[src/rtl/spi_bridge_if.sv]
// spi_bridge_if
//   Bundles the SPI pins and the decoder-side byte interface of spi_bridge.
//   slave modport  : used by spi_bridge (pins in, miso out, byte handshake out)
//   master modport : used by whatever drives the SPI pins and the decoder side
// Signals:
//   sclk, cs_n, mosi : SPI pins from the external master (async to clk)
//   miso             : SPI data back to the master
//   byte_sync        : one-cycle strobe, a received byte is valid on data_in
//   data_in[7:0]     : last received byte
//   data_out[7:0]    : response byte shifted out on miso
interface spi_bridge_if;
  logic       sclk;
  logic       cs_n;
  logic       mosi;
  logic       miso;
  logic       byte_sync;
  logic [7:0] data_in;
  logic [7:0] data_out;

  modport slave (
    input  sclk, cs_n, mosi, data_out,
    output miso, byte_sync, data_in
  );

  modport master (
    output sclk, cs_n, mosi, data_out,
    input  miso, byte_sync, data_in
  );
endinterface

[src/rtl/spi_bridge.sv]
// spi_bridge
//   SPI mode-0 slave front end for the PWM instruction decoder. SPI pins are
//   oversampled in the clk domain, MOSI bits are assembled MSB first into
//   bytes announced by a one-cycle byte_sync, and the decoder's data_out byte
//   is shifted back out on MISO during the following byte.
// Parameters:
//   SYNC_STAGES : synchronizer depth on sclk, cs_n and mosi (legal 2..4)
// Ports:
//   clk   : peripheral clock
//   rst_n : asynchronous active-low reset
//   bus   : spi_bridge_if.slave (sclk, cs_n, mosi, miso, byte_sync,
//           data_in, data_out)
// Build option:
//   SPI_MISO_TRISTATE_EN : when defined, miso floats (1'bz) whenever the
//   synchronized cs_n is high, so several slaves can share the MISO line.
//   When undefined, miso is always driven from tx_shift[7].
module spi_bridge #(
  parameter int SYNC_STAGES = 2
) (
  input  logic         clk,
  input  logic         rst_n,
  spi_bridge_if.slave  bus
);

  logic [SYNC_STAGES-1:0] r_sclk_sync;
  logic [SYNC_STAGES-1:0] r_cs_sync;
  logic [SYNC_STAGES-1:0] r_mosi_sync;
  logic                   r_sclk_d;
  logic                   r_cs_d;

  logic [7:0] r_rx_shift;
  logic [7:0] r_tx_shift;
  logic [2:0] r_bit_cnt;
  logic       r_byte_done;
  logic       r_byte_sync;
  logic [7:0] r_data_in;

  logic w_sclk_s;
  logic w_cs_s;
  logic w_mosi_s;
  logic w_active;
  logic w_sclk_rise;
  logic w_sclk_fall;
  logic w_cs_fall;
  logic w_cs_rise;

  // cs_n synchronizer resets high so a reset never looks like an open frame
  always_ff @(posedge clk or negedge rst_n) begin
    if (!rst_n) begin
      r_sclk_sync <= '0;
      r_cs_sync   <= '1;
      r_mosi_sync <= '0;
      r_sclk_d    <= 1'b0;
      r_cs_d      <= 1'b1;
    end else begin
      r_sclk_sync <= {r_sclk_sync[SYNC_STAGES-2:0], bus.sclk};
      r_cs_sync   <= {r_cs_sync[SYNC_STAGES-2:0], bus.cs_n};
      r_mosi_sync <= {r_mosi_sync[SYNC_STAGES-2:0], bus.mosi};
      r_sclk_d    <= w_sclk_s;
      r_cs_d      <= w_cs_s;
    end
  end

  assign w_sclk_s    = r_sclk_sync[SYNC_STAGES-1];
  assign w_cs_s      = r_cs_sync[SYNC_STAGES-1];
  assign w_mosi_s    = r_mosi_sync[SYNC_STAGES-1];
  assign w_active    = ~w_cs_s;
  assign w_sclk_rise = w_sclk_s & ~r_sclk_d;
  assign w_sclk_fall = ~w_sclk_s & r_sclk_d;
  assign w_cs_fall   = ~w_cs_s & r_cs_d;
  assign w_cs_rise   = w_cs_s & ~r_cs_d;

  // RX: bit_cnt wraps 7->0 naturally on the 8th rise; r_byte_done delays the
  // strobe one cycle so data_in picks up the fully shifted byte.
  always_ff @(posedge clk or negedge rst_n) begin
    if (!rst_n) begin
      r_rx_shift  <= 8'h00;
      r_bit_cnt   <= 3'd0;
      r_byte_done <= 1'b0;
      r_byte_sync <= 1'b0;
      r_data_in   <= 8'h00;
    end else begin
      r_byte_done <= 1'b0;
      r_byte_sync <= r_byte_done;
      if (r_byte_done) begin
        r_data_in <= r_rx_shift;
      end
      if (w_cs_rise) begin
        r_bit_cnt <= 3'd0;
      end else if (w_active && w_sclk_rise) begin
        r_rx_shift  <= {r_rx_shift[6:0], w_mosi_s};
        r_bit_cnt   <= r_bit_cnt + 3'd1;
        r_byte_done <= (r_bit_cnt == 3'd7);
      end
    end
  end

  // TX: a falling sclk with bit_cnt == 0 is the byte boundary, where the next
  // response byte is loaded instead of shifting.
  always_ff @(posedge clk or negedge rst_n) begin
    if (!rst_n) begin
      r_tx_shift <= 8'h00;
    end else if (w_cs_fall) begin
      r_tx_shift <= bus.data_out;
    end else if (w_active && w_sclk_fall) begin
      if (r_bit_cnt == 3'd0) begin
        r_tx_shift <= bus.data_out;
      end else begin
        r_tx_shift <= {r_tx_shift[6:0], 1'b0};
      end
    end
  end

  assign bus.byte_sync = r_byte_sync;
  assign bus.data_in   = r_data_in;

`ifdef SPI_MISO_TRISTATE_EN
  assign bus.miso = w_cs_s ? 1'bz : r_tx_shift[7];
`else
  assign bus.miso = r_tx_shift[7];
`endif

endmodule

[src/flat_wrapper.sv]
// flat-port wrapper written by rule: the top's interface ports become plain ports
module spi_bridge_flat 
#(
  parameter int SYNC_STAGES = 2
)
  (clk, rst_n, bus_sclk, bus_cs_n, bus_mosi, bus_data_out, bus_miso, bus_byte_sync, bus_data_in);
  spi_bridge_if bus_i ();
  input  logic clk;
  input  logic rst_n;
  input wire logic [$bits(bus_i.sclk)-1:0] bus_sclk;
  input wire logic [$bits(bus_i.cs_n)-1:0] bus_cs_n;
  input wire logic [$bits(bus_i.mosi)-1:0] bus_mosi;
  input wire logic [$bits(bus_i.data_out)-1:0] bus_data_out;
  output wire logic [$bits(bus_i.miso)-1:0] bus_miso;
  output wire logic [$bits(bus_i.byte_sync)-1:0] bus_byte_sync;
  output wire logic [$bits(bus_i.data_in)-1:0] bus_data_in;
  assign bus_i.sclk = bus_sclk;
  assign bus_i.cs_n = bus_cs_n;
  assign bus_i.mosi = bus_mosi;
  assign bus_i.data_out = bus_data_out;
  assign bus_miso = bus_i.miso;
  assign bus_byte_sync = bus_i.byte_sync;
  assign bus_data_in = bus_i.data_in;
  spi_bridge #(.SYNC_STAGES(SYNC_STAGES)) u_core (.clk(clk), .rst_n(rst_n), .bus(bus_i));
endmodule
[config.mk]
export PLATFORM = sky130hd
export DESIGN_NAME = spi_bridge_flat
export DESIGN_NICKNAME = d
export VERILOG_FILES = /design/src/rtl/spi_bridge_if.sv /design/src/rtl/spi_bridge.sv /design/src/flat_wrapper.sv
export SDC_FILE = /design/constraint.sdc
export NUM_CORES = 1
export LEC_CHECK = 0
export BUFFER_PORTS_ARGS = -buffer_cell sky130_fd_sc_hd__buf_2
export CAP_MARGIN = 20
export CORE_AREA = 2 2 101 64
export CTS_CLUSTER_SIZE = 40
export DETAILED_ROUTE_END_ITERATION = 10
export DIE_AREA = 0 0 103 66
export SLEW_MARGIN = 20
export SYNTH_ARGS = -nofsm -noshare
export SYNTH_HDL_FRONTEND = slang
export SYNTH_SLANG_ARGS = --single-unit
[constraint.sdc]
create_clock -name clk -period 2.5 [get_ports clk]
set_clock_uncertainty 0.1 [all_clocks]
set_input_delay 0.25 -clock clk [delete_from_list [all_inputs] [get_ports clk]]
set_output_delay 0.25 -clock clk [all_outputs]
set_load 0.05 [all_outputs]
## Word level (Yosys, flattened, before mapping)

Cells that the tools add are included.
Widths: inputs -> output; s select.

| storage, ports and cells | value |
|---|---|
| register bits | 37 |
| latch bits | 0 |
| memory bits (writable) | 0 |
| bits in read-only memories | 0 |
| input port bits | 13 |
| memories | 0 |

| operators by class | value |
|---|---|
| add/sub/neg operators | 1 |
| multiply operators | 0 |
| divide/modulo/power cells | 0 |
| order comparisons | 0 |
| equal/unequal tests | 1 |
| shift-type cells | 0 |
| mux-type cells | 7 |
| bitwise gates (word level) | 9 |
| reductions and logical operators | 6 |

Operators with widths:

| operator | number |
|---|---|
| $mux 8 | 3 |
| $mux 3 | 2 |
| $not 1->1 | 5 |
| $and 1x1->1 | 4 |
| $reduce_bool 2->1 | 2 |
| $add 3x1->3 const B | 1 |
| $eq 3x3->1 const B | 1 |
| $logic_not 3->1 | 1 |
| $logic_and 1x1->1 | 2 |
| $mux 1 | 2 |
| $reduce_and 2->1 | 1 |

## Longest topological paths before layout

| depth | value |
|---|---|
| word-level depth | 5 |
| gate-level depth with buffers | 6 |
| gate-level depth less buffers | 6 |

## Worst setup path after synthesis

No wires, ideal clock.

| path | value |
|---|---|
| path kind | register to register |
| from | reg u_core.r_bit_cnt[0] |
| to | reg u_core.r_tx_shift[5] |
| setup time | 0.128 ns |
| arrival time | 1.165 ns |
| data required time | 2.272 ns |
| path slack | 1.108 ns |
| cell stages (with the launch flop) | 7 |
| path buffers | 0 |
| clock period less this slack | 1.392 ns |
| path through | dfrtp_1 > inv_1 > ha_1 > inv_1 > o22ai_4 > mux2i_1 > o21ai_0 |

| between the ends | value |
|---|---|
| cells in the longest elaborated chain, start to end | 4 |

RTL lines:

| element | line | source |
|---|---|---|
| start, declared | spi_bridge.sv:33 | `logic [2:0] r_bit_cnt;` |
| start signal, assigned | spi_bridge.sv:92 | `r_bit_cnt <= r_bit_cnt + 3'd1;` |
| $logic_not 3->1 | spi_bridge.sv:106 | `if (r_bit_cnt == 3'd0) begin` |
| $mux 8 | spi_bridge.sv:106 |  |
| $mux 8 | spi_bridge.sv:105 | `end else if (w_active && w_sclk_fall) begin` |
| $mux 8 | spi_bridge.sv:103 | `end else if (w_cs_fall) begin` |
| end signal, assigned | spi_bridge.sv:104 | `r_tx_shift <= bus.data_out;` |
| end signal, assigned | spi_bridge.sv:107 | `r_tx_shift <= bus.data_out;` |
| end signal, assigned | spi_bridge.sv:109 | `r_tx_shift <= {r_tx_shift[6:0], 1'b0};` |
| end, declared | spi_bridge.sv:32 | `logic [7:0] r_tx_shift;` |

Every way passes these cells. The select of a mux whose other input is x is not followed.
A chain may end at the register's enable or synchronous reset.

## Worst setup path in the final report

| path | value |
|---|---|
| from | reg u_core.r_cs_sync[1] |
| to | reg u_core.r_rx_shift[3] |

| between the ends | value |
|---|---|
| cells in the longest elaborated chain, start to end | 3 |
| elaborated cells on any way between the ends | 5 |
| those cells by class | bitwise (3); reduce/logical (2) |

RTL lines:

| element | line | source |
|---|---|---|
| start, declared | spi_bridge.sv:26 | `logic [SYNC_STAGES-1:0] r_cs_sync;` |
| start signal, assigned | spi_bridge.sv:57 | `r_cs_sync <= {r_cs_sync[SYNC_STAGES-2:0], bus.cs_n};` |
| $and 1x1->1 / $not 1->1 (equally long branches) | spi_bridge.sv:71, spi_bridge.sv:67 |  |
| $not 1->1 (no source line) / $logic_and 1x1->1 (equally long branches) | n/a |  |
| $reduce_and 2->1 (no source line) (*) | n/a |  |
| end signal, assigned | spi_bridge.sv:91 | `r_rx_shift <= {r_rx_shift[6:0], w_mosi_s};` |
| end, declared | spi_bridge.sv:31 | `logic [7:0] r_rx_shift;` |

Every way passes the cells marked *; elsewhere a longest branch is shown, timed or not.

==> tab_implementation.tex <==
\begin{tabular}{lr}
\hline
Metric & Value \\
\hline
\multicolumn{2}{l}{\textbf{Outcome}} \\
\quad Status & finished, final reports clean \\
\multicolumn{2}{l}{\textbf{Yosys}} \\
\quad Number of synthesized register bits & 37 \\
\quad Net Count, Synth & between 100 and 150 \\
\quad Synthesized instance count & 102 \\
\quad Part of the Yosys area used for sequential elements & 0.646 \\
\quad Warnings from Yosys & 0 \\
\quad Mean instance size in the synthesized netlist & 14.1 sq um \\
\quad Post-synth design cell area & 1440 sq um \\
\quad Unique masters post-synth & 17 \\
\multicolumn{2}{l}{\textbf{Worst setup path}} \\
\quad Req. time, crit path & 2.56 ns \\
\quad Element type at the critical path end & flop \\
\quad Maximum net fanout on the critical path & 15 \\
\quad Arrival time reported for the critical path endpoint & $\sim$1.7 ns \\
\quad Category of the critical setup timing path & flop to flop \\
\quad Nature of the critical path startpoint & flop \\
\quad Flop-to-flop setup slack & 0.87 ns \\
\multicolumn{2}{l}{\textbf{Floorplan}} \\
\quad Initial core utilization & 0.244 \\
\quad Top-Level Pins & 23 \\
\quad Overall die area & 6800 sq um \\
\quad Placeable core area & 5890 sq um \\
\quad Std-Cell Rows & 22 \\
\quad Die span in y & 66 um \\
\quad Floorplan die width & approximately 100 um \\
\multicolumn{2}{l}{\textbf{Finish}} \\
\quad Proportion of layout cells with a drive suffix above 1 & 0.383 \\
\quad Most common cell after layout, fill and taps aside & sky130\_fd\_sc\_hd\_\_dfrtp\_1 \\
\quad Most frequent cells in the layout & 34 x sky130\_fd\_sc\_hd\_\_dfrtp\_1, 22 x sky130\_fd\_sc\_hd\_\_buf\_2, 16 x sky130\_fd\_sc\_hd\_\_nand2\_1 \\
\quad Area growth from synthesis to layout & 22.6\% \\
\quad Number of nets in the finished design & 148 \\
\quad N\_diodes & 0 \\
\multicolumn{2}{l}{\textbf{Pwr}} \\
\quad Switching power of the nets & between 300 and 400 uW \\
\quad PnR Total Power & about 1300 uW \\
\quad Clock share of power & 0.306 \\
\quad Power Internal & 1020 uW \\
\quad Switching portion of total power & 0.242 \\
\quad Worst IR Drop VDD & 0.000285 V \\
\quad Pleak & 0.000882 uW \\
\quad Part of the power in registers & 0.558 \\
\quad Total power per unit cell area & 760 nW/um\^{}2 \\
\quad Combinational share of power & 0.136 \\
\multicolumn{2}{l}{\textbf{Clocking}} \\
\quad Total clock buffers created by CTS & 5 \\
\quad Number of gates resized after CTS & 0 \\
\quad Clock tree from TritonCTS & built \\
\quad \# hold bufs at CTS & 4 \\
\quad Buffers inserted by post-CTS timing repair & 0 \\
\quad Root buf cell & sky130\_fd\_sc\_hd\_\_clkbuf\_8 \\
\quad Skew-Pair Late Insertion Delay & 0.28 ns \\
\quad H-tree depth & 2 \\
\quad Total number of clock tree sinks & 37 \\
\quad Maximum clock path buffer count & 2 \\
\quad Register clock-pin slew on the reported worst setup and hold paths & approximately 0.060 ns \\
\multicolumn{2}{l}{\textbf{STA}} \\
\quad Achievable clock frequency & 0.612 GHz \\
\quad RSZ-0062 raised after global routing & false \\
\quad Final hold violation count & 0 \\
\quad Max\_slew headroom & 0.461 \\
\quad Actual transition at the worst max-transition pin & a little over 0.8 ns \\
\quad Post-route fraction of the period consumed by the critical path & 0.653 \\
\quad Final setup violation count & 0 \\
\quad Final Max Slew Viols & 0 \\
\quad Summed negative setup slack over all endpoints & 0 ns \\
\quad Shortest period the worst path allows & 1.63 ns \\
\multicolumn{2}{l}{\textbf{Detailed routing}} \\
\quad \# DRC & 0 \\
\quad DRT Pass-1 Iters & 6 \\
\quad Antenna viol nets, final & 0 \\
\quad Final routed wire length divided by cell count & 10.0 um \\
\quad Violation count after the first detailed-route iteration & 25 \\
\quad Wirelength, routed & 2170 um \\
\quad Routed via count divided by cell count & between 3 and 4 \\
\quad Total number of vias & 809 \\
\multicolumn{2}{l}{\textbf{Global route}} \\
\quad Overflow left after global routing & 0 \\
\quad Antenna violations before repair & 0 \\
\quad All-Layer GR Usage & 0.0742 \\
\quad Maximum number of pins on one net before global-route repair & 38 \\
\quad Global-route wire length before repair & between 3000 and 4000 um \\
\quad Number of global-route vias before repair & $\sim$860 \\
\multicolumn{2}{l}{\textbf{Placed design}} \\
\quad HPWL after detailed placement & 1510 um \\
\quad Routability-driven placement congestion ratio & 0.695 \\
\quad Count of input and output buffers & 22 \\
\multicolumn{2}{l}{\textbf{Min path}} \\
\quad Worst Hold Class & input pin to flop \\
\multicolumn{2}{l}{\textbf{Flow run}} \\
\quad Max Cap Violations & 0 \\
\hline
\end{tabular}
[through the flow]
step            util  instance area, sq um  setup slack (ns)  hold WS (ns)  std cells
2_1_floorplan      -                  1440              1.11        -0.146        102
3_3_place_gp   0.278                  1640             0.885         0.232        205
3_5_place_dp   0.278                  1640             0.872         0.237        205
4_1_cts        0.300                  1770             0.860         0.123        217
5_1_grt        0.300                  1770             0.761         0.158        217
6_report       0.300                  1770             0.866         0.133        217
[power by group through the flow]
stage	clock network [uW]	logic, uW	registers [uW]
2_1_floorplan	0	132	753
3_3_place_gp	0	176	758
3_5_place_dp	0	182	761
4_1_cts	435	187	750
5_1_grt	459	205	765
6_report	411	183	748
[synthesized netlist by cell type]
library cell	instances	area [sq um]
sky130_fd_sc_hd__nand2_1	16	60.1
sky130_fd_sc_hd__mux2i_1	7	70.1
sky130_fd_sc_hd__a21o_2	1	8.76
sky130_fd_sc_hd__o21ai_0	11	55.1
sky130_fd_sc_hd__dfstp_2	3	78.8
sky130_fd_sc_hd__ha_1	3	37.5
sky130_fd_sc_hd__mux2_2	13	146
sky130_fd_sc_hd__buf_6	1	11.3
sky130_fd_sc_hd__and2_2	1	7.51
sky130_fd_sc_hd__o22ai_4	1	20.0
sky130_fd_sc_hd__clkbuf_1	1	3.75
sky130_fd_sc_hd__nand2b_1	1	6.26
sky130_fd_sc_hd__mux2_4	3	45.0
sky130_fd_sc_hd__nor3b_4	1	18.8
sky130_fd_sc_hd__inv_1	4	15.0
sky130_fd_sc_hd__dfrtp_1	34	851
sky130_fd_sc_hd__buf_2	1	5.00
[metal layers]
metal	up-vias	share of wire	wire (um)	global-route usage
li1	402	-	-	-
met1	387	0.50	1080	0.0934
met2	20	0.44	958	0.110
met3	0	0.061	132	0.0317
met4	0	0	0	0.0345
met5	-	0	0	0
[kinds of logic after synthesis]
family	after synthesis	share of synthesized area
adders and majority gates	3	0.0261
buffers and inverters	7	0.0243
muxes	23	0.182
DFF	37	0.646
AOI/OAI and AO/OA	13	0.0582
and+or+nand+nor	19	0.0643
[area by class of cell]
type                       instances  area, sq um
tap                               84          105
timing repair buffer              26          150
clock buffer                       8         90.1
sequential                        37          930
fill                             618         4130
inverter                           4         15.0
multi-input combinational         58          475
[registers in the layout, summed over array words and instances (netlist names), 2 cells and up]
name                count
u_core.r_bit_cnt        3
u_core.bus.data_in      8
u_core.r_rx_shift       8
u_core.r_tx_shift       8
u_core.r_sclk_sync      2
u_core.r_mosi_sync      2
u_core.r_cs_sync        2
[critical path, stage by stage (launching register included)]
cell and delay, ns:
sky130_fd_sc_hd__dfstp_2 0.41, sky130_fd_sc_hd__nor3b_4 0.61, sky130_fd_sc_hd__mux2_2 0.40
[worst paths after layout]
kind                                       startpoint                     to  cells past startpoint
worst max-delay path              u_core.r_cs_sync[1]   u_core.r_rx_shift[3]                      2
min in group asynchronous                       rst_n   u_core.r_rx_shift[4]                      2
max in group asynchronous                       rst_n  u_core.bus.data_in[1]                      2
worst min-delay path                  bus_data_out[0]   u_core.r_tx_shift[0]                      3
worst max register to register    u_core.r_cs_sync[1]   u_core.r_rx_shift[3]                      2
worst min register to register  u_core.r_mosi_sync[0]  u_core.r_mosi_sync[1]                      0
(Power assumes the default switching activity.)
